===== config.mk =====
export PLATFORM = sky130hd
export DESIGN_NAME = alu32_flat
export DESIGN_NICKNAME = d
export VERILOG_FILES = /design/src/rtl/alu32_pkg.sv /design/src/rtl/alu32_if.sv /design/src/rtl/alu32_shifter.sv /design/src/rtl/alu32.sv /design/src/flat_wrapper.sv
export SDC_FILE = /design/constraint.sdc
export NUM_CORES = 1
export LEC_CHECK = 0
export BUFFER_PORTS_ARGS = -buffer_cell sky130_fd_sc_hd__buf_2
export CORE_MARGIN = 5
export CORE_UTILIZATION = 55
export CTS_CLUSTER_DIAMETER = 100
export DETAILED_ROUTE_END_ITERATION = 12
export PLACE_DENSITY = 0.78
export SYNTH_ARGS = -nofsm -noshare
export SYNTH_HDL_FRONTEND = slang
export SYNTH_SLANG_ARGS = --single-unit
export TNS_END_PERCENT = 5

===== constraint.sdc =====
create_clock -name clk -period 1 [get_ports clk]
set_input_delay 0.1 -clock clk [delete_from_list [all_inputs] [get_ports clk]]
set_output_delay 0.1 -clock clk [all_outputs]
set_load 0.05 [all_outputs]

===== src/rtl/alu32_pkg.sv =====
// Shared definitions for the alu32 block: datapath width default, opcode
// encodings and the shifter mode type used between the top and the shifter.
package alu_pkg;

    // Default operand/result width of the datapath.
    localparam int ALU_WIDTH = 32;

    // Opcode encodings presented on ALUOp.
    localparam logic [2:0] ALU_ADD = 3'b000;
    localparam logic [2:0] ALU_SUB = 3'b001;
    localparam logic [2:0] ALU_AND = 3'b010;
    localparam logic [2:0] ALU_OR  = 3'b011;
    localparam logic [2:0] ALU_SRL = 3'b100;
    localparam logic [2:0] ALU_SRA = 3'b101;
    localparam logic [2:0] ALU_SLT = 3'b110;
    localparam logic [2:0] ALU_SLL = 3'b111;

    // Direction / fill selection for the barrel shifter.
    typedef enum logic [1:0] {
        SHIFT_SRL = 2'd0,   // right, zero fill
        SHIFT_SRA = 2'd1,   // right, sign fill
        SHIFT_SLL = 2'd2    // left, zero fill
    } shift_mode_e;

    // Map an opcode onto the shifter mode; non-shift opcodes default to srl,
    // whose output is simply not selected by the result mux.
    function automatic shift_mode_e shift_mode_of(input logic [2:0] op);
        shift_mode_e mode;
        mode = SHIFT_SRL;
        if (op == ALU_SRA) begin
            mode = SHIFT_SRA;
        end else if (op == ALU_SLL) begin
            mode = SHIFT_SLL;
        end
        return mode;
    endfunction

endpackage : alu_pkg


===== src/rtl/alu32_if.sv =====
// Operand/opcode/result bundle for alu32. The master drives operands and
// opcode and receives the registered result; the ALU is the slave.
interface alu32_if #(
    parameter int WIDTH = alu_pkg::ALU_WIDTH
);
    logic [WIDTH-1:0] A;       // first operand, also the shift source
    logic [WIDTH-1:0] B;       // second operand, low bits give shift amount
    logic [2:0]       ALUOp;   // operation select
    logic [WIDTH-1:0] C;       // registered result

    modport master (
        output A,
        output B,
        output ALUOp,
        input  C
    );

    modport slave (
        input  A,
        input  B,
        input  ALUOp,
        output C
    );
endinterface : alu32_if


===== src/rtl/alu32_shifter.sv =====
// alu_shifter: combinational log2(WIDTH)-stage barrel shifter serving srl,
// sra and sll. Left shifts reuse the right-shift network by reversing the
// bit order on the way in and on the way out, so only one ladder is built.
module alu_shifter
    import alu_pkg::*;
#(
    parameter int WIDTH = ALU_WIDTH,
    parameter int SHW   = $clog2(WIDTH)
) (
    input  logic [WIDTH-1:0] data,
    input  logic [SHW-1:0]   amount,
    input  shift_mode_e      mode,
    output logic [WIDTH-1:0] result
);

    logic [WIDTH-1:0] data_rev;
    logic [WIDTH-1:0] ladder_in;
    logic [WIDTH-1:0] ladder_out;
    logic [WIDTH-1:0] ladder_rev;
    logic             fill_bit;
    logic             is_left;
    logic [WIDTH-1:0] stage [0:SHW];

    genvar gi;

    // Bit-reversed copies of the input and of the ladder output.
    generate
        for (gi = 0; gi < WIDTH; gi++) begin : g_rev
            assign data_rev[gi]   = data[WIDTH-1-gi];
            assign ladder_rev[gi] = ladder_out[WIDTH-1-gi];
        end
    endgenerate

    assign is_left   = (mode == SHIFT_SLL);
    assign fill_bit  = (mode == SHIFT_SRA) ? data[WIDTH-1] : 1'b0;
    assign ladder_in = is_left ? data_rev : data;
    assign stage[0]  = ladder_in;

    // Stage gi shifts right by 2**gi when amount bit gi is set.
    generate
        for (gi = 0; gi < SHW; gi++) begin : g_stage
            localparam int STEP = 1 << gi;
            assign stage[gi+1] = amount[gi]
                ? {{STEP{fill_bit}}, stage[gi][WIDTH-1:STEP]}
                : stage[gi];
        end
    endgenerate

    assign ladder_out = stage[SHW];

    // Undo the input reversal for left shifts.
    always_comb begin
        result = ladder_out;
        if (is_left) begin
            result = ladder_rev;
        end
    end

endmodule : alu_shifter


===== src/rtl/alu32.sv =====
// alu32: 32-bit ALU with a registered result (one-cycle latency, a new
// operation every cycle). Opcodes 110 (slt) and 111 (sll) are implemented
// only when the macro ALU_EXT_OPS_EN is defined; otherwise they yield zero.
// Reset is asynchronous and active-low and clears the result register.
module alu32
    import alu_pkg::*;
#(
    parameter int WIDTH = ALU_WIDTH
) (
    input  logic   clk,
    input  logic   rst_n,
    alu32_if.slave bus
);

    localparam int SHW = $clog2(WIDTH);

    logic [WIDTH-1:0] c_reg;
    logic [WIDTH-1:0] c_next;
    logic [WIDTH-1:0] shift_result;
    logic [WIDTH-1:0] sum_result;
    logic [WIDTH-1:0] diff_result;
    shift_mode_e      shift_mode;

    assign shift_mode  = shift_mode_of(bus.ALUOp);
    assign sum_result  = bus.A + bus.B;
    assign diff_result = bus.A - bus.B;

    // Only the low SHW bits of B steer the shifter; upper bits are ignored.
    alu_shifter #(
        .WIDTH (WIDTH),
        .SHW   (SHW)
    ) u_shifter (
        .data   (bus.A),
        .amount (bus.B[SHW-1:0]),
        .mode   (shift_mode),
        .result (shift_result)
    );

    // Opcode mux: every opcode value yields a defined result.
    always_comb begin
        c_next = '0;
        case (bus.ALUOp)
            ALU_ADD: c_next = sum_result;
            ALU_SUB: c_next = diff_result;
            ALU_AND: c_next = bus.A & bus.B;
            ALU_OR:  c_next = bus.A | bus.B;
            ALU_SRL: c_next = shift_result;
            ALU_SRA: c_next = shift_result;
`ifdef ALU_EXT_OPS_EN
            ALU_SLT: c_next = {{(WIDTH-1){1'b0}}, ($signed(bus.A) < $signed(bus.B))};
            ALU_SLL: c_next = shift_result;
`else
            ALU_SLT: c_next = '0;
            ALU_SLL: c_next = '0;
`endif
            default: c_next = '0;
        endcase
    end

    // Result register: cleared at once by reset, otherwise loads every edge.
    always_ff @(posedge clk or negedge rst_n) begin
        if (!rst_n) begin
            c_reg <= '0;
        end else begin
            c_reg <= c_next;
        end
    end

    assign bus.C = c_reg;

endmodule : alu32


===== src/flat_wrapper.sv =====
// flat-port wrapper written by rule: the top's interface ports become plain ports
module alu32_flat import alu_pkg::*;
#(
    parameter int WIDTH = ALU_WIDTH
)
  (clk, rst_n, bus_A, bus_B, bus_ALUOp, bus_C);
  alu32_if #(.WIDTH(WIDTH)) bus_i ();
  input  logic clk;
  input  logic rst_n;
  input wire logic [$bits(bus_i.A)-1:0] bus_A;
  input wire logic [$bits(bus_i.B)-1:0] bus_B;
  input wire logic [$bits(bus_i.ALUOp)-1:0] bus_ALUOp;
  output wire logic [$bits(bus_i.C)-1:0] bus_C;
  assign bus_i.A = bus_A;
  assign bus_i.B = bus_B;
  assign bus_i.ALUOp = bus_ALUOp;
  assign bus_C = bus_i.C;
  alu32 #(.WIDTH(WIDTH)) u_core (.clk(clk), .rst_n(rst_n), .bus(bus_i));
endmodule

==> results.env <==
RUN_STATUS='complete, but fails checks'
VIOLATIONS_IN_THE_FINAL_REPORTS='negative setup slack'
YOSYSUNIQUECELLTYPES=61
CLOCK_TREE_FROM_TRITONCTS='yes'
DESIGN.CORE.AREA_UM2=10900
DRTITER0DRC=1045
IR_WORST_VDD_mV=1.26
SYNTH_EDF_COUNT=0
INSTANCE_COUNT_OF_THE_MAPPED_NETLIST=759
YS_DOMINANT_REG_CELL='sky130_fd_sc_hd__dfrtp_1'
FLOORPLAN.INITIALDENSITY_PCT=56.3
LAYOUT.FILLER_CELLS=664
SETUP_TNS_NS=-69.00
LAYOUT-AREA-OVERHEAD-VS-SYNTH_PCT=48.7
ARRIVAL_NS=4.27
GLOBALPLACE.CONGESTION=1.07
WIRE_LENGTH_OF_THE_FIRST_GLOBAL_ROUTING_PASS_MM=41.0
TIMING.MAX_SLEW.REL_SLACK_PCT=48.9
YOSYSTOPAREACELL='sky130_fd_sc_hd__dfrtp_1'
SYNTH.AVG_CELL_AREA_UM2=8.08
CRITICAL_PATH_CELL_BY_CELL='buf_6 > or3_4 > or3_4 > or3_4 > or3_4 > or4_4 > nand2_2 > xor2_1 > ha_1 > nand4_1 > or2_4 > or4_4 > a41oi_4 > o41ai_2 > mux2i_1 > a211oi_1'
SLOWEST_STAGE='sky130_fd_sc_hd__or4_4'
FIN_AREA_UM2=9110
CTS_INSERTED_BUFFERS=5
P_LEAK_nW=4.20
TIGHTESTPINTRANSITION_NS=0.756
PLACEMENT.IO_BUFFERS=100
REMAINING_DRC_ERRORS=0
CLK_TRANSITION_REPORTED_PATHS_NS=0.07
CRITICAL_PATH.STARTPOINT_TYPE='input port'
GRT_SETUP_UNREPAIRED='yes'
GRT_ANTENNA_BEFORE_REPAIR=0
CP_DATA_REQUIRED_TIME_NS=1.20
CRIT_BUF_INV=1
DETAIL-ROUTE-ANTENNA-NETS=0
LARGEST_STAGE_DELAY_ON_THE_CRITICAL_PATH_NS=0.55
LARGEST_NET_DEGREE_AT_THE_START_OF_GLOBAL_ROUTING=52
DPL-INSTANCE-AREA_UM2=8470
SEQ_AREA_FRAC_SYNTH_PCT=13.1
CTS_MAX_PATH_BUFFERS=2
SYNTH_AREA_UM2=6130
CRIT_FAMILY='simple AND/OR/NAND/NOR gates'
POST-ROUTE-PERIOD-UTIL_PCT=407
PERIOD_NEEDED_NS=4.07
NUM-NETS-FINAL=1164
FINAL_LAYOUT_SIZE_SUFFIX_GT1_SHARE_PCT=43.7
WIRE_LENGTH_PER_CELL_UM=22.7
DP_HPWL_MM=21.1
GLOBALROUTE.TOTALOVERFLOW=0
MAX-CAP-VIOLATIONS=0
SETUP_VIOL_COUNT_FINAL=32
N_ANTENNA_CELL=0
TRACK_USAGE_PCT=39.5
REPORT.FINAL.HOLD_VIOL_COUNT=0
DIE_AREA_UM2=13400
POSTLAYOUTSETUPSLACKWORST_NS=-3.07
PRE_CTS_WS_NS=-3.37
ASYNC_RESET_FF_SHARE_PCT=100
SYNTHESIS.NETS=863
SLEW_VIOLS_FINAL=0
YOSYS_WARNINGS=0
POSTROUTEWIRELENGTH_MM=27.2
LARGEST_REG_FLOPS=32
CLOCK-ROOT-BUFFER='sky130_fd_sc_hd__clkbuf_8'
FLIP_FLOP_AND_LATCH_COUNT_AFTER_SYNTHESIS=32
H-TREE-DEPTH=2
STD_CELL_ROWS=38
CTS_SINKS=32
POST-ROUTE-UTIL_PCT=83.7
DIE_WIDTH_UM=116
DR.PASS1.ITERS=6
POWER_mW=9.46
TIMING.CRITICAL_PATH.MODE_CELL='sky130_fd_sc_hd__or3_4'
POWER.DENSITY_nW_PER_UM2=1040
CRITICAL_PATH.ENDPOINT_TYPE='flop'
CHIPHEIGHT_UM=116
HOLD_PATH_CLASS='in -> reg'
VIAS_IN_THE_FIRST_GLOBAL_ROUTE=7850
PATH_MAX_FANOUT=3
IO_PINS=101
FMAX_MHz=246
POST_DRT_VIA_CELL_RATIO=6.72
TIMING_WORST_SETUP_PATH_TYPE='in -> reg'
ROUTE.VIAS.TOTAL=8076
NETLIST_TOP_CELLS_AREA='sky130_fd_sc_hd__dfrtp_1, sky130_fd_sc_hd__mux4_2, sky130_fd_sc_hd__mux2i_1'
SYNTH_TOP_CELL_AREA_SHARE_PCT=13.1
-- cell families (layout without fill, tap and decap cells) --
group	count (synthesis)	count (layout)	share of synthesized area (%)
XOR/XNOR	52	52	7.43
flip-flops	32	32	13.1
adder cells (fa/ha/maj)	55	55	10.5
buffers and inverters	71	373	4.53
AND/OR/NAND/NOR	206	206	16.5
AO/OA/AOI/OAI	242	242	25.3
multiplexers	101	101	22.7
-- synthesized netlist by cell type (all sizes together), types with 6 or more instances --
cell	n
mux2i	65
nand2	65
o21ai	65
a21oi	64
nor2	44
clkbuf	39
ha	34
dfrtp	32
mux4	30
xor2	29
xnor2	23
maj3	20
nand3	20
a211oi	18
inv	17
buf	15
nor3	14
or3	13
a21o	11
nand2b	10
a31oi	9
o31ai	9
a22oi	7
nor2b	7
or4	7
mux2	6
nand4	6
o211ai	6
-- final cells by class --
type                            instances  area (µm²)  share of cell area (%)
Clock buffer                            5        68.8                   0.755
Clock inverter                          3        42.5                   0.467
Inverter                               17        66.3                   0.728
Multi-Input combinational cell        656        5410                    59.4
Sequential cell                        32         801                    8.79
Tap cell                              140         175                    1.92
Timing Repair Buffer                  348        2550                    28.0
-- per-stage QoR --
| step | hold WS (ns) | std cells |
|---|---|---|
| floorplan | -0.196 | 759 |
| global route | 0.191 | 1201 |
| finish | 0.195 | 1201 |
| detailed placement | 0.142 | 1191 |
| global placement | 0.134 | 1191 |
| CTS | 0.213 | 1200 |
-- power breakdown --
part           internal [mW]  leakage (nW)  switching, mW
Combinational           2.87          3.75           3.78
Clock                  0.737        0.0541          0.531
Sequential              1.48         0.399         0.0560
-- worst paths after layout --
kind                               from                to  slack (ns)  cells past startpoint
worst max-delay path           bus_B[6]  u_core.bus.C[30]       -3.07                     16
worst min-delay path       bus_ALUOp[2]   u_core.bus.C[8]        0.19                      3
max in group asynchronous         rst_n   u_core.bus.C[3]        0.33                      3
min in group asynchronous         rst_n   u_core.bus.C[2]        0.35                      3
-- cell usage in the layout (no fill, tap or decap), types with 12 or more instances in the layout --
master	netlist	final
sky130_fd_sc_hd__o21ai_0	64	49
sky130_fd_sc_hd__nor3_1	14	12
sky130_fd_sc_hd__ha_1	34	32
sky130_fd_sc_hd__mux4_2	30	30
sky130_fd_sc_hd__dfrtp_1	32	32
sky130_fd_sc_hd__nand2_1	65	64
sky130_fd_sc_hd__nor2_1	44	40
sky130_fd_sc_hd__buf_2	6	81
sky130_fd_sc_hd__xnor2_1	23	21
sky130_fd_sc_hd__mux2i_1	65	57
sky130_fd_sc_hd__nand3_1	20	19
sky130_fd_sc_hd__xor2_1	29	29
sky130_fd_sc_hd__o21ai_1	1	12
sky130_fd_sc_hd__maj3_1	20	20
sky130_fd_sc_hd__buf_4	1	243
sky130_fd_sc_hd__inv_1	16	15
sky130_fd_sc_hd__a21oi_1	64	60
-- layer usage --
metal | track usage (%) | vias to the layer above | routed length [µm]
met5 | 0 | - | 0
met4 | 21.8 | 0 | 1890
met3 | 8.88 | 182 | 3350
met2 | 65.0 | 653 | 12200
met1 | 47.9 | 3747 | 9730
li1 | - | 3494 | -
-- repair_timing --
item                                   4_1_cts  5_1_grt
pin swaps                                    9        6
setup endpoints to repair                   38       40
setup buffers                                0        1
hold buffers                                 1        0
gates resized for setup                     78       57
endpoints found under the hold margin       32        0
Note: power is estimated with default switching activity, not from simulation.
